===== src/rtl/reg_writeback_pkg.sv =====
// Shared instruction definitions for the writeback stage: architectural register
// type and load funct3 encodings.
package reg_writeback_pkg;

  typedef logic [31:0] arch_reg;

  localparam logic [2:0] LB_F3  = 3'b000;
  localparam logic [2:0] LH_F3  = 3'b001;
  localparam logic [2:0] LW_F3  = 3'b010;
  localparam logic [2:0] LBU_F3 = 3'b100;
  localparam logic [2:0] LHU_F3 = 3'b101;

  function automatic arch_reg extend8(input logic [7:0] b, input logic sgn);
    return {{24{sgn & b[7]}}, b};
  endfunction

  function automatic arch_reg extend16(input logic [15:0] h, input logic sgn);
    return {{16{sgn & h[15]}}, h};
  endfunction

endpackage


===== src/rtl/reg_writeback_load_formatter.sv =====
// Combinational load formatter: selects and extends the loaded byte/halfword/word
// and flags misaligned accesses and illegal load types.
module load_formatter
  import reg_writeback_pkg::*;
(
  input  logic [31:0] mem_word,
  input  logic [2:0]  mem_funct3,
  input  logic [1:0]  mem_offset,
  output arch_reg     data,
  output logic        fault
);

  logic [7:0]  w_byte;
  logic [15:0] w_half;

  assign w_byte = mem_word[{mem_offset, 3'b000} +: 8];
  assign w_half = mem_offset[1] ? mem_word[31:16] : mem_word[15:0];

  // Format by load type; unknown encodings produce zero data and a fault.
  always_comb begin
    data  = 32'd0;
    fault = 1'b0;
    case (mem_funct3)
      LB_F3:  data = extend8(w_byte, 1'b1);
      LBU_F3: data = extend8(w_byte, 1'b0);
      LH_F3: begin
        data  = extend16(w_half, 1'b1);
        fault = mem_offset[0];
      end
      LHU_F3: begin
        data  = extend16(w_half, 1'b0);
        fault = mem_offset[0];
      end
      LW_F3: begin
        data  = mem_word;
        fault = (mem_offset != 2'd0);
      end
      default: fault = 1'b1;
    endcase
  end

endmodule


===== src/rtl/reg_writeback.sv =====
// Writeback stage: arbitrates ALU and load results (mem priority with ALU
// starvation protection) into a registered register-file write / bypass port.
module reg_writeback
  import reg_writeback_pkg::*;
#(
  parameter int REG_ADDR_WIDTH = 5,
  parameter int STARVE_LIMIT   = 3
) (
  input  logic                      clock,
  input  logic                      reset_n,
  input  logic                      alu_valid,
  output logic                      alu_ready,
  input  logic [REG_ADDR_WIDTH-1:0] alu_rd,
  input  arch_reg                   alu_data,
  input  logic                      mem_valid,
  output logic                      mem_ready,
  input  logic [REG_ADDR_WIDTH-1:0] mem_rd,
  input  logic [31:0]               mem_word,
  input  logic [2:0]                mem_funct3,
  input  logic [1:0]                mem_offset,
  output logic [REG_ADDR_WIDTH-1:0] rf_addr_rd,
  output arch_reg                   rf_data_rd,
  output logic                      rf_write_enable,
  output logic                      byp_valid,
  output logic [REG_ADDR_WIDTH-1:0] byp_addr,
  output arch_reg                   byp_data,
  output logic                      load_fault
);

  localparam logic [1:0] LIMIT_C = 2'(STARVE_LIMIT);

  logic [1:0]                r_starve;
  logic                      r_we;
  logic [REG_ADDR_WIDTH-1:0] r_addr;
  arch_reg                   r_data;
  logic                      r_fault;

  logic    w_force;
  logic    w_alu_acc;
  logic    w_mem_acc;
  arch_reg w_ld_data;
  logic    w_ld_fault;

  // Forcing only applies while the ALU is still asking, so mem never loses a slot for nothing.
  assign w_force   = alu_valid && (r_starve >= LIMIT_C);
  assign mem_ready = reset_n && !w_force;
  assign alu_ready = reset_n && (w_force || !mem_valid);
  assign w_alu_acc = alu_valid && alu_ready;
  assign w_mem_acc = mem_valid && mem_ready;

  load_formatter u_load_formatter (
    .mem_word   (mem_word),
    .mem_funct3 (mem_funct3),
    .mem_offset (mem_offset),
    .data       (w_ld_data),
    .fault      (w_ld_fault)
  );

  // Starvation counter and the registered write/bypass/fault outputs.
  always_ff @(posedge clock or negedge reset_n) begin
    if (!reset_n) begin
      r_starve <= 2'd0;
      r_we     <= 1'b0;
      r_addr   <= '0;
      r_data   <= 32'd0;
      r_fault  <= 1'b0;
    end else begin
      if (w_alu_acc || !alu_valid) begin
        r_starve <= 2'd0;
      end else if (r_starve != 2'b11) begin
        r_starve <= r_starve + 2'd1;
      end else begin
        r_starve <= r_starve;
      end

      r_we    <= 1'b0;
      r_fault <= 1'b0;
      if (w_mem_acc) begin
        r_fault <= w_ld_fault;
        if (!w_ld_fault && (mem_rd != '0)) begin
          r_we   <= 1'b1;
          r_addr <= mem_rd;
          r_data <= w_ld_data;
        end
      end else if (w_alu_acc) begin
        if (alu_rd != '0) begin
          r_we   <= 1'b1;
          r_addr <= alu_rd;
          r_data <= alu_data;
        end
      end
    end
  end

  assign rf_write_enable = r_we;
  assign rf_addr_rd      = r_addr;
  assign rf_data_rd      = r_data;
  assign byp_valid       = r_we;
  assign byp_addr        = r_addr;
  assign byp_data        = r_data;
  assign load_fault      = r_fault;

endmodule

===== config.mk =====
export PLATFORM = sky130hd
export DESIGN_NAME = reg_writeback
export DESIGN_NICKNAME = d
export VERILOG_FILES = /design/src/rtl/reg_writeback_pkg.sv /design/src/rtl/reg_writeback_load_formatter.sv /design/src/rtl/reg_writeback.sv
export SDC_FILE = /design/constraint.sdc
export NUM_CORES = 1
export LEC_CHECK = 0
export ABC_AREA = 1
export CAP_MARGIN = 20
export CORE_UTILIZATION = 42
export CTS_CLUSTER_SIZE = 28
export DETAILED_ROUTE_END_ITERATION = 8
export GPL_TIMING_DRIVEN = 0
export PLACE_DENSITY = 0.8
export SYNTH_ARGS = -nofsm -noshare
export SYNTH_HDL_FRONTEND = slang
export SYNTH_SLANG_ARGS = --single-unit
export TNS_END_PERCENT = 30

===== constraint.sdc =====
create_clock -name clock -period 1.8 [get_ports clock]
set_input_delay 0.27 -clock clock [delete_from_list [all_inputs] [get_ports clock]]
set_output_delay 0.27 -clock clock [all_outputs]
set_load 0.005 [all_outputs]

==> results of run 1 <==
## critical path: stages
cell and delay [ns]:
clkdlybuf4s50_1 0.47, inv_2 0.15, clkbuf_1 0.40, nand4_1 0.20, nand2_2 0.11, inv_2 0.03, nand2_1 0.05, nand2_1 0.04
nand2_1 0.07, nand2_1 0.05, nand2_1 0.05
## layout make-up
cell class                 count  share of cell area
clock buffer                   5              0.0127
buffer                        71              0.0928
inverter                      43              0.0306
sequential                    41               0.189
tap                          102              0.0235
multi-input combinational    422               0.337
clock inverter                 2             0.00645
timing repair buffer         166               0.308
## worst max-delay path by stage
stage | to | cells past startpoint | slack (ns) | start
floorplan | byp_addr[4] | 9 | 0.20 | r_starve[0]
global placement | byp_data[29] | 10 | -1.73 | reset_n
detailed placement | byp_data[29] | 11 | -0.32 | reset_n
CTS | byp_data[29] | 9 | 0.06 | r_starve[0]
global route | byp_data[25] | 11 | -0.001 | mem_funct3[2]
finish | byp_data[24] | 11 | 0.13 | mem_funct3[2]
## power breakdown
group / internal (mW) / switching [mW]
sequential: 1.10 / 0.154
clock: 0.404 / 0.336
combinational: 1.14 / 0.649
## cell usage in the layout, fill, tap and decap left out
cell type / Yosys / final
nand3_1: 49 / 49
dlygate4sd2_1: 0 / 3
nor2_4: 1 / 1
nand2_1: 313 / 313
bufinv_16: 0 / 1
nand4_1: 26 / 26
clkbuf_1: 8 / 4
nand2_4: 1 / 2
o211ai_1: 1 / 1
inv_2: 15 / 15
nor2_2: 1 / 2
buf_6: 6 / 6
a21oi_2: 1 / 2
nand2_2: 13 / 12
ha_4: 0 / 1
buf_2: 10 / 10
clkinv_4: 0 / 1
clkinv_2: 1 / 1
inv_1: 27 / 27
buf_1: 0 / 1
nor2_1: 6 / 5
o21ai_0: 6 / 6
dfrtp_1: 41 / 41
buf_12: 0 / 2
a21oi_4: 1 / 1
buf_4: 47 / 51
clkbuf_8: 0 / 5
clkdlybuf4s50_1: 0 / 154
dlymetal6s2s_1: 0 / 2
nand4_2: 1 / 1
dlygate4sd3_1: 0 / 1
clkbuf_2: 0 / 3
## layer usage
metal  global-route usage  wire, um  vias up
met5                    0         0        -
met4               0.0705       218        0
li1                     -         -     2092
met3               0.0341       675       15
met1                0.380      5330     1973
met2                0.477      5750      174
## state kept, by name, summed over array words and instances (netlist names)
name,flops
byp_data,32
byp_addr,5
r_starve,2
byp_valid,1
load_fault,1
## metrics by stage
stage	util	setup slack (ns)	area, sq um
2_1_floorplan	-	0.200	3500
3_3_place_gp	0.663	-1.73	5230
3_5_place_dp	0.664	-0.315	5240
4_1_cts	0.683	0.0630	5390
5_1_grt	0.689	-0.00116	5430
6_report	0.689	0.134	5430
## logic make-up after synthesis
kind of cell	share of synthesized area
compound gates	0.0193
fa+ha+maj	0.00358
flops	0.293
simple gates	0.494
buf+inv	0.190
## what timing repair did
action                                  4_1_cts  5_1_grt
hold buffers                                  2        0
setup buffers                                 0        3
cloned                                        0        0
hold endpoints to repair                     14        0
resized for setup                             6       14
endpoints found under the setup margin        3       29
pin swaps                                     2        1
==> results_dict.tcl, run 1 <==
set metrics [dict create \
    routed_wl_mm 12.0 \
    vias 4254 \
    yosysMostFrequentCell "nand2_1" \
    critical_path.max_fanout 10 \
    n_antenna_cell 0 \
    yosys-top-cells-count "nand2_1 (313), nand3_1 (49), buf_4 (47)" \
    portBuffers 160 \
    cap_violations 0 \
    ys.flop_type "dfrtp_1" \
    arrival_ns 1.91 \
    cts.sinks 41 \
    multiInputGateArea_sq_um 1830 \
    worstSetupStartpointType "input port" \
    yosysTopAreaCellShare 0.336 \
    fin_crit_ns 1.67 \
    clk_pin_slew_ns 0.08 \
    yosysWarnings 0 \
    synth_edf_count 0 \
    total_power_mw 3.78 \
    dieHeight_um 93.3 \
    nets 834 \
    ir_drop_mv 0.510 \
    timing.rr.end "byp_addr[2]" \
    postRouteAntennaNets 0 \
    stdcell_count 852 \
    power.density_nw_per_um2 696 \
    slew_viol_final 0 \
    cts_made_buffers 5 \
    die_w_um 93.3 \
    slew_headroom 0.540 \
    syn_area_sq_um 3500 \
    crit_required_ns 2.04 \
    hold_class "in -> async" \
    drive_gt1_frac 0.156 \
    seqCellArea_sq_um 1030 \
    yosys-top-cells-area "nand2_1 (34%), dfrtp_1 (29%), buf_4 (10%), nand3_1 (7.0%), nand4_1 (4.7%)" \
    tightest_slew_ns 0.687 \
    drtIter0Drc 253 \
    core-area_sq_um 7890 \
    grt_antenna_before_repair 0 \
    drt-pass1-iter-count 5 \
    timing.final.crit_share 0.926 \
    wire_per_inst_um 14.0 \
    gp_congestion 0.890 \
    clock-root-buffer "clkbuf_8" \
    reg2reg_slack_ns 0.14 \
    fin_skew_ns 0.00592 \
    ys_types 23 \
    die_area_sq_um 8700 \
    vias_per_cell 4.99 \
    syn2layout_area_growth_pct 55.3 \
    ff2ff_path_depth 9 \
    setup_viol 0 \
    ys_seq_area_frac 0.293 \
    critical_path_class "in -> reg" \
    dpl.hpwl_mm 9.55 \
    clk_path_buf_depth 2 \
    worstSkewPairLatency_ns 0.30 \
    synth-seq-cells 41 \
    grt_usage 0.281 \
    syn_area_per_cell_sq_um 6.06 \
    holdWs_ns 0.00668 \
    fillerInstances 705 \
    ys_async_sr_fraction 1.00 \
    initial_utilization 0.443 \
    clock.fmax_mhz 600 \
    hold_viol 0 \
    grt_pass1_vias 4008 \
    synthCells 577 \
    endpoint_kind "register" \
    finalSetupTns_ns 0 \
    htreeDepth 2 \
    overflow 0 \
    grt_pass1_wl_mm 19.3 \
    grt_max_degree 28 \
    yosys.area.top_type "nand2_1" \
    row_count 32 \
    placed_cells 840 \
    syn_nets 661 \
    power_leakage_nw 2.97 \
    regToRegStartpoint "r_starve[0]" \
    cts_tree "done" \
    ios 162 \
    drcViolationCount 0 \
    status "completed" \
]
No activity file was read; power rests on OpenSTA's default activity.
==> run 2: changes to the inputs <==
Settings changed: CORE_MARGIN set to 2, CORE_UTILIZATION 42 to 29, PLACE_DENSITY 0.8 to 0.59.
==> run 2 against run 1 <==
Effect of this change:
- power is 5.3% higher
- sequential power hardly changed
- largest cell class unchanged
- hold slack better by 0.0097 ns
- via count is 1.2% lower
==> results_dict.tcl, run 2 (synthesis gave the netlist of run 1 again) <==
set metrics [dict create \
    holdWs_ns 0.0163 \
    vias_per_cell 4.65 \
    rsz0062_at_grt "no" \
    largest_reg_flops 32 \
    portBuffers 160 \
    dieHeight_um 114 \
    timing.final.crit_share 0.938 \
    crit_required_ns 1.97 \
    hold_class "in -> async" \
    dpl.hpwl_mm 9.92 \
    die_area_sq_um 13000 \
    timing.final.ws_setup_ns 0.112 \
    grt_pass1_vias 3762 \
    worstPathCellList "ha_4 -> a21oi_4 -> nand2_2 -> buf_2 -> buf_2 -> nand2_1 -> nand2_1 -> nand2_1 -> nand2_1" \
    clock-root-buffer "clkbuf_16" \
    hold_viol 0 \
    arrival_ns 1.86 \
    cts_made_buffers 5 \
    power.density_nw_per_um2 711 \
    ff2ff_path_depth 9 \
    fin_crit_ns 1.69 \
    setup_viol 0 \
    ios 162 \
    vias 4203 \
    layout_common_cells "nand2_1 (312), clkdlybuf4s50_1 (154), buf_4 (56)" \
    nets 839 \
    initial_utilization 0.294 \
    status "completed" \
    final_common_cell "nand2_1" \
    n_antenna_cell 0 \
    drive_gt1_frac 0.169 \
    ir_drop_mv 0.379 \
    place_ws_ns -0.342 \
    clk_pin_slew_ns 0.06 \
    grt_max_degree 29 \
    endpoint_kind "register" \
    routed_wl_mm 12.3 \
    cts_tree "done" \
    seqCellArea_sq_um 1030 \
    grt_antenna_before_repair 0 \
    drcViolationCount 0 \
    cts.sinks 41 \
    multiInputGateArea_sq_um 1840 \
    path_common_cell "nand2_1" \
    row_count 40 \
    slew_viol_final 0 \
    tightest_slew_ns 0.651 \
    postRouteAntennaNets 0 \
    wire_per_inst_um 13.6 \
    critical_path.max_fanout 10 \
    critical_path_class "reg -> reg" \
    core-area_sq_um 11900 \
    slew_headroom 0.565 \
    die_w_um 114 \
    worstSkewPairLatency_ns 0.28 \
    overflow 0 \
    worstSetupStartpointType "register" \
    grt_pass1_wl_mm 18.9 \
    power_leakage_nw 3.03 \
    drt-pass1-iter-count 4 \
    grt_usage 0.182 \
    syn2layout_area_growth_pct 60.2 \
    clock.fmax_mhz 592 \
    clk_path_buf_depth 2 \
    total_power_mw 3.98 \
    fillerInstances 1266 \
    drtIter0Drc 214 \
    cap_violations 0 \
    gp_congestion 0.916 \
    cpPeakStageDelay_ns 0.42 \
    fin_skew_ns 0.00298 \
    slowest_stage "dfrtp_1" \
    htreeDepth 2 \
]
==> run 2: changes by cell type in the layout (fill, tap and decap cells not counted), sizes merged <==
cell / before / now
clkbuf: 12 / 14
bufinv: 1 / 0
buf: 70 / 75
==> run 2: worst max-delay path: cells and delay by family (launching register included) <==
family          cells  cell delay [ns]
simple gates        5             0.37
compound gates      1             0.15
buf+inv             2             0.43
fa+ha+maj           1             0.19
flops               1             0.42
==> run 2: final timing paths <==
kind	from	end	slack, ns
setup / recovery	r_starve[1]	byp_data[30]	0.11
hold / removal	reset_n	byp_data[15]	0.02
setup reg to reg	r_starve[1]	byp_data[30]	0.11
hold reg to reg	byp_addr[1]	byp_addr[1]	0.54
max in group asynchronous	reset_n	byp_data[24]	0.81
min in group clock	reset_n	r_starve[0]	0.41
==> run 2: routing by layer <==
| metal | up-vias | routed length [um] | global-route usage |
|---|---|---|---|
| li1 | 2100 | - | - |
| met1 | 1970 | 5360 | 0.245 |
| met2 | 129 | 6280 | 0.323 |
| met3 | 4 | 568 | 0.0181 |
| met4 | 0 | 61 | 0.0268 |
| met5 | - | 0 | 0 |
==> run 2: report_power, final <==
| group | internal (mW) | switching [mW] | total (mW) |
|---|---|---|---|
| logic | 1.15 | 0.642 | 1.79 |
| clock network | 0.587 | 0.358 | 0.945 |
| registers | 1.10 | 0.147 | 1.24 |
==> run 2: metrics by stage <==
step                      cell area (sq um)  cells   util  TNS [ns]
after global routing                   5600    903  0.470         0
after CTS                              5500    896  0.462         0
after detailed placement               5300    885  0.445    -11.16
final                                  5600    903  0.470         0
after global placement                 5280    884  0.443    -97.63
after floorplan                        3500    577      -         0
==> run 2: cell type report <==
cell class | count | area share
timing repair buffer | 171 | 0.305
sequential | 41 | 0.183
clock inverter | 1 | 0.000893
inverter | 43 | 0.0297
clock buffer | 7 | 0.0272
buffer | 71 | 0.0927
multi-input combinational | 422 | 0.328
tap | 147 | 0.0328
==> run 2: timing repair <==
item / CTS / global route
setup buffers: 1 / 7
hold endpoints to repair: 13 / 0
endpoints found under the setup margin: 32 / 32
gates cloned: 0 / 0
pin swaps: 2 / 2
resized for setup: 6 / 27
hold buffers: 2 / 0
